**src/rtl/lcd_timing_ctrl.sv**
```systemverilog
`default_nettype none
// ============================================================================
// Module   : lcd_timing_ctrl
// Purpose  : Dot/line sequencer producing LY, PPU mode, STAT/VBlank pulses,
//            renderer start pulses and VRAM/OAM CPU-access locks.
// Revision : 1.0 - initial release
// ============================================================================
module lcd_timing_ctrl #(
    parameter int DOTS_PER_LINE = 456,
    parameter int OAM_DOTS      = 80,
    parameter int XFER_DOTS     = 172,
    parameter int VISIBLE_LINES = 144,
    parameter int TOTAL_LINES   = 154
) (
    input  logic       clk,
    input  logic       reset,
    input  logic       dot_en,
    input  logic       lcd_on,
    input  logic [7:0] lyc,
    input  logic [3:0] stat_sel,
    output logic [7:0] ly,
    output logic [1:0] mode,
    output logic       coincidence,
    output logic       drawline,
    output logic       frame_start,
    output logic       vblank_irq,
    output logic       stat_irq,
    output logic       vram_locked,
    output logic       oam_locked
);

    localparam logic [1:0] c_mode_hblank = 2'd0;
    localparam logic [1:0] c_mode_vblank = 2'd1;
    localparam logic [1:0] c_mode_oam    = 2'd2;
    localparam logic [1:0] c_mode_xfer   = 2'd3;

    localparam logic [8:0] c_dot_last = 9'(DOTS_PER_LINE - 1);
    localparam logic [8:0] c_oam_end  = 9'(OAM_DOTS);
    localparam logic [8:0] c_xfer_end = 9'(OAM_DOTS + XFER_DOTS);
    localparam logic [7:0] c_ly_vis   = 8'(VISIBLE_LINES);
    localparam logic [7:0] c_ly_last  = 8'(TOTAL_LINES - 1);

    logic [8:0] r_dot;
    logic       r_running;
    logic       r_stat_line;

    logic       w_advance;
    logic       w_active;
    logic [8:0] w_dot_nxt;
    logic [7:0] w_ly_nxt;
    logic [1:0] w_mode_nxt;
    logic       w_coin_nxt;
    logic       w_stat_line_nxt;

    assign w_advance = lcd_on & dot_en;
    assign w_active  = r_running | w_advance;

    // The first dot_en after reset or LCD enable parks the counters at (0,0)
    // instead of advancing, so line 0 gets its full OAM period.
    always_comb begin
        w_dot_nxt = r_dot;
        w_ly_nxt  = ly;
        if (w_advance) begin
            if (!r_running) begin
                w_dot_nxt = 9'd0;
                w_ly_nxt  = 8'd0;
            end else if (r_dot == c_dot_last) begin
                w_dot_nxt = 9'd0;
                w_ly_nxt  = (ly == c_ly_last) ? 8'd0 : ly + 8'd1;
            end else begin
                w_dot_nxt = r_dot + 9'd1;
            end
        end
    end

    always_comb begin
        w_mode_nxt = c_mode_hblank;
        if (w_active) begin
            if (w_ly_nxt >= c_ly_vis)        w_mode_nxt = c_mode_vblank;
            else if (w_dot_nxt < c_oam_end)  w_mode_nxt = c_mode_oam;
            else if (w_dot_nxt < c_xfer_end) w_mode_nxt = c_mode_xfer;
            else                             w_mode_nxt = c_mode_hblank;
        end
    end

    assign w_coin_nxt      = (w_ly_nxt == lyc);
    assign w_stat_line_nxt = (stat_sel[3] & w_coin_nxt)
                           | (stat_sel[2] & (w_mode_nxt == c_mode_oam))
                           | (stat_sel[1] & (w_mode_nxt == c_mode_vblank))
                           | (stat_sel[0] & (w_mode_nxt == c_mode_hblank));

    always_ff @(posedge clk) begin
        if (reset || !lcd_on) begin
            r_dot       <= 9'd0;
            ly          <= 8'd0;
            mode        <= c_mode_hblank;
            coincidence <= (lyc == 8'd0);
            drawline    <= 1'b0;
            frame_start <= 1'b0;
            vblank_irq  <= 1'b0;
            stat_irq    <= 1'b0;
            vram_locked <= 1'b0;
            oam_locked  <= 1'b0;
            r_stat_line <= 1'b0;
            r_running   <= 1'b0;
        end else begin
            r_dot       <= w_dot_nxt;
            ly          <= w_ly_nxt;
            mode        <= w_mode_nxt;
            coincidence <= w_coin_nxt;
            drawline    <= w_advance & (w_dot_nxt == c_oam_end) & (w_ly_nxt < c_ly_vis);
            frame_start <= w_advance & (w_dot_nxt == 9'd0) & (w_ly_nxt == 8'd0);
            vblank_irq  <= w_advance & (w_dot_nxt == 9'd0) & (w_ly_nxt == c_ly_vis);
            stat_irq    <= w_stat_line_nxt & ~r_stat_line;
            vram_locked <= (w_mode_nxt == c_mode_xfer);
            oam_locked  <= (w_mode_nxt == c_mode_xfer) | (w_mode_nxt == c_mode_oam);
            r_stat_line <= w_stat_line_nxt;
            r_running   <= r_running | dot_en;
        end
    end

endmodule
`default_nettype wire

```
**config.mk**
```make
export PLATFORM = sky130hd
export DESIGN_NAME = lcd_timing_ctrl
export DESIGN_NICKNAME = d
export VERILOG_FILES = /design/src/rtl/lcd_timing_ctrl.sv
export SDC_FILE = /design/constraint.sdc
export NUM_CORES = 1
export LEC_CHECK = 0
export BUFFER_PORTS_ARGS = -buffer_cell sky130_fd_sc_hd__clkbuf_2
export CAP_MARGIN = 20
export CORE_MARGIN = 1
export CORE_UTILIZATION = 40
export DETAILED_ROUTE_END_ITERATION = 8
export PLACE_DENSITY_LB_ADDON = 0.08
export RECOVER_POWER = 25
export SLEW_MARGIN = 25
export SYNTH_ARGS = -nofsm -noshare
export SYNTH_HDL_FRONTEND = slang
export SYNTH_SLANG_ARGS = --single-unit
```
**constraint.sdc**
```tcl
create_clock -name clk -period 3.5 [get_ports clk]
set_input_delay 0.525 -clock clk [delete_from_list [all_inputs] [get_ports clk]]
set_output_delay 0.525 -clock clk [all_outputs]
set_load 0.02 [all_outputs]
```
# --- Word-level counts from Yosys, hierarchy flattened ---
# Index checks and enable logic that the tools add are counted.
word_totals:
  word_cells: 62
  ff_bits: 28
  out_inout_bits: 17
  input_bits: 16
classes:
  n_addsub: 2
  eq_ne: 8
  mux: 12
  order_cmp: 4
  bitwise_logic: 18
  n_reduce_logical: 6
ops:
  columns: ["cell", "count"]
  rows:
  - ["8-bit 2-to-1 mux", 4]
  - ["9-bit 2-to-1 mux", 3]
  - ["8-bit == test, second input constant", 2]
  - ["8-bit zero test", 2]
  - ["1-bit AND", 11]
  - ["9-bit by 1-bit adder with 9-bit output, second input constant", 1]
  - ["9-bit by 7-bit == test with 1-bit output, second input constant", 1]
  - ["9-bit == test, second input constant", 1]
  - ["9-bit zero test", 1]
  - ["9-bit by 7-bit less-than comparator with 1-bit output, second input constant", 1]
  - ["9-bit by 8-bit less-than comparator with 1-bit output, second input constant", 1]
  - ["8-bit by 1-bit adder with 8-bit output, second input constant", 1]
  - ["8-bit == test", 1]
  - ["8-bit >= comparator, second input constant", 1]
  - ["8-bit less-than comparator, second input constant", 1]
  - ["2-bit 2-to-1 mux", 4]
  - ["1-bit OR", 6]
  - ["2-bit == test, second input constant", 2]
  - ["2-bit by 1-bit == test with 1-bit output, second input constant", 1]
  - ["2-bit zero test", 1]
  - ["1-bit zero test", 1]
  - ["1-bit logical OR", 1]
  - ["1-bit 2-to-1 mux", 1]
  - ["1-bit inverter", 1]

# --- Depth between registers and ports, before layout ---
depth:
  depth_word: 15
  depth_mapped: 11
  mapped_depth_nobuf: 10

# --- Least setup slack after synthesis ---
# No wires, ideal clock.
synth_path:
  path_kind: "register to register"
  from: "reg r_dot[0]"
  to: "reg frame_start"
  path_slack_ns: 0.916
  stages_incl_launch_ff: 9
  path_buffers: 0
  setup_time_ns: 0.073
  t_arrival_ns: 2.511
  cell_sequence: "dfxtp_1 ha_1 and4b_1 nand2_4 a21oi_4 o31ai_2 or4_4 or4_4 nor3_2"
synth_between:
  elab_chain_len: 7
  elab_cells_between_ends: 12
  classes_between: "1 x add/sub; 1 x eq/ne; 6 x mux; 2 x bitwise; 2 x reduce/logical"
synth_lines:
  columns: ["item", "line", "rtl"]
  rows:
  - ["from (decl)", "43", "logic [8:0] r_dot;"]
  - ["from (signal assigned)", "107", "r_dot <= w_dot_nxt;"]
  - ["9-bit by 1-bit adder with 9-bit output or 9-bit == test (tied branches)", "71, 67", null]
  - ["9-bit 2-to-1 mux", "67", "end else if (r_dot == c_dot_last) begin"]
  - ["9-bit 2-to-1 mux", "64", "if (!r_running) begin"]
  - ["9-bit 2-to-1 mux", "63", "if (w_advance) begin"]
  - ["9-bit zero test", "112", "frame_start <= w_advance & (w_dot_nxt == 9'd0) & (w_ly_nxt == 8'd0);"]
  - ["1-bit AND", "112", null]
  - ["1-bit AND *", "112", null]
  - ["to (signal assigned)", "112", null]
  - ["to (decl)", "25", "output logic frame_start,"]
# Every way passes the cells marked *; elsewhere a longest branch is shown, timed or not.
# A chain may end at the register's enable or synchronous reset.

# --- Worst setup path in the final report ---
layout_path:
  from: "in dot_en"
  to: "reg stat_irq"
layout_between:
  elab_chain_len: 13
  elab_cells_between_ends: 23
  classes_between: "3 x order compare; 3 x eq/ne; 6 x mux; 10 x bitwise; 1 x reduce/logical"
layout_lines:
  columns: ["item", "line", "rtl"]
  rows:
  - ["from (decl)", "17", "input logic dot_en,"]
  - ["1-bit AND *", "55", "assign w_advance = lcd_on & dot_en;"]
  - ["9-bit 2-to-1 mux", "63", null]
  - ["9-bit by 8-bit less-than comparator with 1-bit output", "81", "else if (w_dot_nxt < c_xfer_end) w_mode_nxt = c_mode_xfer;"]
  - ["2-bit 2-to-1 mux", "81", null]
  - ["2-bit 2-to-1 mux", "80", "else if (w_dot_nxt < c_oam_end) w_mode_nxt = c_mode_oam;"]
  - ["2-bit 2-to-1 mux", "79", "if (w_ly_nxt >= c_ly_vis) w_mode_nxt = c_mode_vblank;"]
  - ["2-bit 2-to-1 mux", "78", "if (w_active) begin"]
  - ["2-bit == test", "88", "| (stat_sel[2] & (w_mode_nxt == c_mode_oam))"]
  - ["1-bit AND", "88", null]
  - ["1-bit OR", "88", null]
  - ["1-bit OR", "89", "| (stat_sel[1] & (w_mode_nxt == c_mode_vblank))"]
  - ["1-bit OR *", "90", "| (stat_sel[0] & (w_mode_nxt == c_mode_hblank));"]
  - ["1-bit AND *", "114", "stat_irq <= w_stat_line_nxt & ~r_stat_line;"]
  - ["to (signal assigned)", "114", null]
  - ["to (decl)", "27", "output logic stat_irq,"]
# Marks and branches as above.

==> flow_summary.toml <==
[place]
port_buffers = 32
placed_cell_area_sq_um = 2060
dp.cells = 310
dp_hpwl_um = 4130
gp_congestion = 0.951
pre_cts_ws_ns = 0.547

[synthesis]
synth.distinct_cells = 56
avgSynthCellArea_sq_um = 8.01
ys_async_sr_fraction_pct = 0
yosysSeqAreaShare_pct = 29.9
ys_seq_elements = 28
syn_area_sq_um = 1870
ys_warn_count = 0
synth_ff_type = "dfxtp_1"
synth_edf_count = 0
synth_cells = 234
syn_nets = 253

[floorplan]
start_util_pct = 42.5
die-height_um = 70.5
die_w_um = 70.5
num_rows = 24
die-area_sq_um = 4960
core-area_sq_um = 4410
io_pins = 33

[layout]
nFillCells = 458
nets = 282
syn_to_final_growth_pct = 13.2
layout_common_cells = "dfxtp_1, nor2_1, clkbuf_2, nand2_1, nor3_1"
final_area_sq_um = 2120
final_util_pct = 48.0
finalNonFillerCells = 314
drive_above_1_share_pct = 16.4
regArea_sq_um = 561
multi_input_area_sq_um = 1240
antennaDiodeCount = 0
layout_commonest_cell = "dfxtp_1"

[setup_path]
cp-endpoint = "stat_irq$_SDFF_PN0_"
timing.rr.end = "frame_start$_SDFF_PN0_"
critical_path_class = "input port to register"
reg2reg_depth = 8
required_ns = 3.66
crit_fanout = 15
start_kind = "input port"
reg2reg_slack_ns = 0.66
worstSetupEndpointType = "register"
startpoint = "dot_en"
r2r_start = "r_dot[1]$_SDFF_PN0_"
cp.arrival_ns = 3.16

[power]
power_mw = 0.650
powerDensity_nw_per_um2 = 307
irDropWorstVdd_mv = 0.260
netSwitchingFraction_pct = 23.5
internal_power_mw = 0.498
switching_power_mw = 0.153
leakage_nw = 0.812
p_seq_share_pct = 50.0
p_comb_share_pct = 9.4
clkPwrFrac_pct = 40.7

[clocking]
clock_path_buffers = 2
numCtsBuffers = 3
post-cts-setup-buffers = 0
clk_latency_ns = 0.29
cts_root_buf = "clkbuf_8"
clk_pin_slew_ns = 0.09
ctsResizeCount = 0
cts.hold.buffers_added = 0
cts_sinks = 28
htree_levels = 1
cts_tree = "done"

[routing]
wl_um = 5370
via_count = 1928
drc = 0
avgViaCountPerCell = 6.14
first_pass_iters = 5
wl_per_cell_um = 17.1
dr.first_iter.drc_count = 242
final_antenna_net_count = 0

[sta]
hold_viol_final = 0
final_max_slew_viol_count = 0
rsz0062_at_grt = "false"
fin_crit_ns = 3.00
worst_pin_slew_ns = 0.595
setup_tns_ns = 0
worst_slack_ns = 0.498
holdWs_ns = 0.399
slew_headroom_pct = 60.3
skew_ns = 0.0156
finalCritPeriodShare_pct = 85.8
setup_viol = 0
fmax_mhz = 333

[global_routing]
overflow = 0
antenna_found_initial = 0
grt_max_degree = 17
grt_util_all_layers_pct = 22.1
grt_first_pass_wirelength_um = 8690
grt_pass1_vias = 1666

[min_path]
min_path_type = "register to register"

[status]
status = "finished, final reports clean"

[job]
drv_cap = 0
-- layout make-up --
class	count	area share, %
inverter	3	0.531
clock inverter	1	1.42
timing repair buffer	35	8.02
clock buffer	3	1.95
multi-input combinational	192	58.6
sequential	28	26.4
tap	52	3.07
-- critical path, cell delays in order --
cell and delay (ns):
clkbuf_1 0.32, nand2_1 0.46, nor4_1 0.55, xor2_1 0.32
nor2_1 0.10, o21a_1 0.17, o32a_1 0.36, a31oi_1 0.27
nor3_1 0.07
-- power groups by stage --
| stage | sequential [mW] | combinational [mW] | clock [mW] |
|---|---|---|---|
| 2_1_floorplan | 0.333 | 0.0353 | 0 |
| 3_3_place_gp | 0.332 | 0.0613 | 0 |
| 3_5_place_dp | 0.332 | 0.0607 | 0 |
| 4_1_cts | 0.325 | 0.0611 | 0.273 |
| 5_1_grt | 0.325 | 0.0663 | 0.287 |
| 6_report | 0.325 | 0.0609 | 0.265 |
-- cell families (layout without fill, tap and decap cells) --
family,Yosys count,after routing,synth area share (%)
buffers and inverters,14,42,3.80
adder cells (fa/ha/maj),3,3,2.00
AND/OR/NAND/NOR,124,124,38.9
AO/OA/AOI/OAI,52,52,18.6
flip-flops,28,28,29.9
XOR/XNOR,13,13,6.81
-- cell usage after synthesis, drive strengths merged (2+ instances only) --
library cell | n | area share, %
a21o | 3 | 1.2
a21oi | 13 | 4.1
a31o | 2 | 0.93
a31oi | 3 | 1.0
and2 | 7 | 2.3
and3 | 4 | 1.3
and4 | 3 | 1.4
and4b | 2 | 1.1
buf | 5 | 2.0
clkbuf | 6 | 1.2
dfxtp | 28 | 30
ha | 3 | 2.0
inv | 3 | 0.60
nand2 | 18 | 4.0
nand3 | 13 | 3.5
nand4 | 6 | 2.0
nand4b | 3 | 1.7
nor2 | 25 | 5.1
nor2b | 4 | 1.3
nor3 | 15 | 4.3
nor4 | 12 | 4.3
o21a | 2 | 0.80
o21ai | 15 | 4.0
o31ai | 3 | 1.5
or3 | 3 | 1.0
or4 | 2 | 1.2
xnor2 | 5 | 2.3
xor2 | 7 | 3.3
-- sequential cells by signal (all words and copies together), names as in the netlist --
register and flops:
r_dot 9, ly 8, mode 2, coincidence 1, drawline 1, frame_start 1, oam_locked 1, r_running 1
r_stat_line 1, stat_irq 1, vblank_irq 1, vram_locked 1
-- routing by layer --
metal  GRT usage [%]  share of wire, %  vias to the layer above
met2            31.7                41                       99
met4            3.78               1.3                        0
met1            33.5                50                      880
met3            5.34               7.6                       12
li1                -                 -                      937
met5               0                 0                        -
-- worst min-delay path by stage --
stage | start | to | slack [ns] | cells past startpoint
after floorplan | r_stat_line$_SDFF_PN0_ | stat_irq$_SDFF_PN0_ | 0.38 | 1
after global placement | r_stat_line$_SDFF_PN0_ | stat_irq$_SDFF_PN0_ | 0.38 | 1
after detailed placement | r_stat_line$_SDFF_PN0_ | stat_irq$_SDFF_PN0_ | 0.38 | 1
after CTS | r_stat_line$_SDFF_PN0_ | stat_irq$_SDFF_PN0_ | 0.40 | 1
after global routing | r_stat_line$_SDFF_PN0_ | stat_irq$_SDFF_PN0_ | 0.41 | 1
final | r_stat_line$_SDFF_PN0_ | stat_irq$_SDFF_PN0_ | 0.40 | 1
Power figures use the tool's default switching activity.
